[src/rtl/hazard_ctrl.sv]
`timescale 1ns / 1ps
// hazard_ctrl: pipeline hazard controller for a 5-stage in-order core.
//
// Resolves three kinds of hazard:
//   - load-use: one-cycle stall of PC/IF-ID with a bubble into ID/EX
//   - taken branch/jump resolved in EX: flush IF/ID and bubble ID/EX
//   - multi-cycle multiply: freeze the front of the pipe for MUL_LAT-1 cycles
//     while EX/MEM receives bubbles
//
// Parameters:
//   MUL_LAT          total EX-stage cycles of a multiply (legal 2..15)
//
// Ports:
//   clk              rising-edge clock
//   rst_n            synchronous active-low reset
//   IDEX_MemRead     instruction in EX is a load
//   IDEX_Rt          load destination register in EX
//   IFID_Rs/IFID_Rt  source registers of the instruction in ID
//   EX_BranchTaken   taken branch or jump resolved in EX
//   EX_MulStart      multiply entering its first EX cycle
//   PCWrite, IFID_Write, IDEX_Write         stage register update enables
//   IFID_Flush, IDEX_Bubble, EXMEM_Bubble   load a NOP into that stage register
//   busy             controller is in any state other than RUN
//   stall_cycles     count of cycles with PCWrite=0, saturating
//                    (only when HAZARD_PERFCNT_EN is defined)
//
// Build option:
//   HAZARD_PERFCNT_EN  adds the stall_cycles performance counter and port.

module hazard_ctrl #(
  parameter int unsigned MUL_LAT = 4
) (
  input  logic        clk,
  input  logic        rst_n,
  input  logic        IDEX_MemRead,
  input  logic [4:0]  IDEX_Rt,
  input  logic [4:0]  IFID_Rs,
  input  logic [4:0]  IFID_Rt,
  input  logic        EX_BranchTaken,
  input  logic        EX_MulStart,
  output logic        PCWrite,
  output logic        IFID_Write,
  output logic        IDEX_Write,
  output logic        IFID_Flush,
  output logic        IDEX_Bubble,
  output logic        EXMEM_Bubble,
  output logic        busy
`ifdef HAZARD_PERFCNT_EN
  ,
  output logic [15:0] stall_cycles
`endif
);

  typedef enum logic [1:0] {
    StRun,
    StLdStall,
    StMulBusy,
    StFlush
  } state_e;

  // The first multiply cycle is spent in RUN, so the freeze covers the rest.
  localparam logic [3:0] MulLoad = 4'(MUL_LAT - 1);

  state_e     state_q, state_d;
  logic [3:0] cnt_q, cnt_d;
  logic       load_use;

  // Register 0 is hard-wired, so a load to it never creates a dependency.
  assign load_use = IDEX_MemRead && (IDEX_Rt != 5'd0) &&
                    ((IDEX_Rt == IFID_Rs) || (IDEX_Rt == IFID_Rt));

  always_comb begin
    state_d      = state_q;
    cnt_d        = cnt_q;
    PCWrite      = 1'b1;
    IFID_Write   = 1'b1;
    IDEX_Write   = 1'b1;
    IFID_Flush   = 1'b0;
    IDEX_Bubble  = 1'b0;
    EXMEM_Bubble = 1'b0;

    unique case (state_q)
      StRun: begin
        // Branch wins over everything: the instructions behind it are dead,
        // so stalling for them would be pointless.
        if (EX_BranchTaken) begin
          IFID_Flush  = 1'b1;
          IDEX_Bubble = 1'b1;
          state_d     = StFlush;
        end else if (EX_MulStart) begin
          cnt_d   = MulLoad;
          state_d = StMulBusy;
        end else if (load_use) begin
          PCWrite     = 1'b0;
          IFID_Write  = 1'b0;
          IDEX_Bubble = 1'b1;
          state_d     = StLdStall;
        end
      end

      StLdStall: begin
        // The load has moved on; the held ID instruction now sees the bubble
        // in EX, so no second stall is raised for the same pair.
        if (EX_BranchTaken) begin
          IFID_Flush  = 1'b1;
          IDEX_Bubble = 1'b1;
          state_d     = StFlush;
        end else begin
          state_d = StRun;
        end
      end

      StFlush: begin
        // EX holds the bubble inserted by the flush; anything flagged now is
        // from a squashed instruction.
        state_d = StRun;
      end

      StMulBusy: begin
        PCWrite      = 1'b0;
        IFID_Write   = 1'b0;
        IDEX_Write   = 1'b0;
        EXMEM_Bubble = 1'b1;
        if (cnt_q <= 4'd1) begin
          cnt_d   = 4'd0;
          state_d = StRun;
        end else begin
          cnt_d = cnt_q - 4'd1;
        end
      end

      default: begin
        state_d = StRun;
        cnt_d   = 4'd0;
      end
    endcase

    // Outputs stay nominal while reset is held, regardless of state.
    if (!rst_n) begin
      PCWrite      = 1'b1;
      IFID_Write   = 1'b1;
      IDEX_Write   = 1'b1;
      IFID_Flush   = 1'b0;
      IDEX_Bubble  = 1'b0;
      EXMEM_Bubble = 1'b0;
    end
  end

  assign busy = rst_n && (state_q != StRun);

  always_ff @(posedge clk) begin
    if (!rst_n) begin
      state_q <= StRun;
      cnt_q   <= 4'd0;
    end else begin
      state_q <= state_d;
      cnt_q   <= cnt_d;
    end
  end

`ifdef HAZARD_PERFCNT_EN
  logic [15:0] stall_cycles_q;

  always_ff @(posedge clk) begin
    if (!rst_n) begin
      stall_cycles_q <= 16'd0;
    end else if (!PCWrite && (stall_cycles_q != 16'hFFFF)) begin
      stall_cycles_q <= stall_cycles_q + 16'd1;
    end
  end

  assign stall_cycles = stall_cycles_q;
`endif

endmodule

[config.mk]
export PLATFORM = sky130hd
export DESIGN_NAME = hazard_ctrl
export DESIGN_NICKNAME = d
export VERILOG_FILES = /design/src/rtl/hazard_ctrl.sv
export SDC_FILE = /design/constraint.sdc
export NUM_CORES = 1
export LEC_CHECK = 0
export ABC_AREA = 1
export CAP_MARGIN = 20
export CORE_AREA = 2 2 39 41
export CTS_CLUSTER_DIAMETER = 150
export CTS_CLUSTER_SIZE = 14
export DETAILED_ROUTE_END_ITERATION = 8
export DIE_AREA = 0 0 41 43
export DONT_BUFFER_PORTS = 1
export PLACE_DENSITY_LB_ADDON = 0.12
export SLEW_MARGIN = 0
export SYNTH_ARGS = -nofsm -noshare
export SYNTH_HDL_FRONTEND = slang
export SYNTH_SLANG_ARGS = --single-unit
[constraint.sdc]
create_clock -name clk -period 2.4 [get_ports clk]
set_clock_uncertainty 0.1 [all_clocks]
set_input_delay 0.48 -clock clk [delete_from_list [all_inputs] [get_ports clk]]
set_output_delay 0.48 -clock clk [all_outputs]
set_load 0.01 [all_outputs]
==> results.cfg <==
[status]
outcome = finished, final reports clean

[power]
p_leak_nw = 0.364
ir_worst_vdd_v = 0.000136
finalPower_uw = 337
p_per_area_nw_per_um2 = 553

[setup_path]
cp_data_required_time_ns = 1.82
cp-start-kind = flip-flop
critPathKind = flip-flop to primary output
crit_path_end_kind = primary output
crit_arrival_ns = 1.15
slowest_delay_ns = 0.34
cp_num_buf_inv = 0
crit_cells = 3
rr_worst_depth = 7
crit_slowest_cell = dfxtp_1
crit_fanout = 4
path_cells = nor2_1 -> a21oi_1 -> nand2_1
cp_top_family = simple AND/OR/NAND/NOR gates

[drt]
avgViaCountPerCell = 4.91
drc = 0
drt_iter0_drc = 11
ant_nets = 0
wire_per_inst_um = 9.45
drt_wl_total_mm = 1.15
vias = 599
first_pass_iters = 3

[cells_and_area]
final_layout_size_suffix_gt1_share_pct = 14.2
antenna_cells = 0
finalNonFillerCells = 122
final_cell_mix = 32 x nand2_1, 18 x inv_1, 11 x nor2_1, 7 x a21oi_1
syn2layout_area_growth_pct = 6.10
layout_commonest_cell = nand2_1
final_core_util_pct = 44.0
fillers = 150
multiInputGateArea_um2 = 357
register_area_um2 = 120
nNetsFinal = 130
design_area_um2 = 609

[timing]
finalHoldViolations = 0
worst_slew_pin_slew_ns = 0.288
fmax_mhz = 578
setup_violations = 0
rsz0062_at_grt = false
whs_ns = 0.295
slew_headroom_pct = 80.7
fin_ws_ns = 0.669
fin_crit_ns = 1.73
post-route-period-util_pct = 72.1
setup_tns_ns = 0
slew_viol_final = 0

[global_route]
grt_pass1_wl_mm = 1.95
antenna_found_initial = 0
grt_pass1_vias = 542
grt_max_degree = 7
grt_usage_pct = 16.2
grt_overflow = 0

[min_path]
hold_class = primary input to flip-flop
hold_depth = 2

[placement]
dpl.cell_count = 119
gp_congestion = 0.632
io_buffer_count = 0
place_area_um2 = 587
pre_cts_slack_ns = 0.652
dp_hpwl_um = 963

[clocking]
cts_hold_buf = 0
tritoncts = done
insertion_delay_ns = 0.25
path_clk_slew_ns = 0.05
cts.sinks = 6
ctsResizeCount = 0
cts_max_path_buffers = 2
htreeDepth = 1
cts-root-buf = clkbuf_4
cts_buffers = 3
postCtsSetupBuffers = 0

[die]
ios = 27
rows = 14
die_h_um = 43
start_util_pct = 41.5
fp.dieW_um = 41
core-area_um2 = 1380
die-area_um2 = 1760

[flow_run]
maxCapViolCount = 0

[synth]
synth.cell_area_um2 = 574
ys_types = 19
ys_seq_area_share_pct = 20.9
syn_inst = 104
ys_ff_latch = 6
synth_warnings = 0
synth_nets = 126
syn_area_per_cell_um2 = 5.52
-- registers in the layout, summed over array words and instances (netlist names) --
signal and flops:
state_q 2, cnt_q 4
-- layout make-up --
class                      instances  area share [%]
sequential                         6            19.7
clock buffer                       3            3.70
multi-input combinational         73            58.5
tap                               16            3.29
inverter                          24            14.8
-- final timing paths --
check             slack (ns)  endpoint  startpoint
setup / recovery        0.67   PCWrite  state_q[1]
hold / removal          0.29  cnt_q[2]       rst_n
setup reg to reg        0.99  cnt_q[3]    cnt_q[0]
hold reg to reg         0.42  cnt_q[1]    cnt_q[1]
-- synthesized netlist by cell type --
master     n  area, µm²
a211oi_1   2       15.0
nand3_2    1       10.0
inv_1     18       67.6
buf_4      1       7.51
o21ai_2    1       8.76
xnor2_1    2       17.5
nand2_1   32        120
o21ai_0    1       5.00
nand3_1    3       15.0
dfxtp_1    6        120
or2_2      1       6.26
a21oi_1    7       35.0
ha_1       2       25.0
nor2_1    11       41.3
and3_1     2       12.5
nor3_1     4       20.0
inv_2      6       22.5
nand4_1    1       6.26
nand2_2    3       18.8
-- metal layers --
| layer | up-vias | GRT usage (%) | wire length [µm] |
|---|---|---|---|
| met5 | - | 0 | 0 |
| met4 | 0 | 12.0 | 44 |
| met3 | 5 | 2.09 | 56 |
| li1 | 320 | - | - |
| met1 | 256 | 18.5 | 467 |
| met2 | 18 | 25.6 | 585 |
-- power by group --
group	internal, mW	switching, mW	total [mW]
sequential	0.113	0.00999	0.123
clock	0.0568	0.0403	0.0971
combinational	0.0445	0.0719	0.116
-- worst register-to-register path, delay by kind of cell (launching register included) --
family                   cells  cell delay, ns
AND/OR/NAND/NOR              4            0.38
buffers and inverters        1            0.08
flip-flops                   1            0.35
AO/OA/AOI/OAI                1            0.19
adder cells (fa/ha/maj)      1            0.23
-- cells by family after synthesis --
family                     synth area share [%]
xor gates and xnor gates                   3.05
DFF                                        20.9
buffers and inverters                      17.0
and+or+nand+nor                            43.6
AOI/OAI and AO/OA                          11.1
adders and majority gates                  4.36
(Power assumes the default switching activity.)
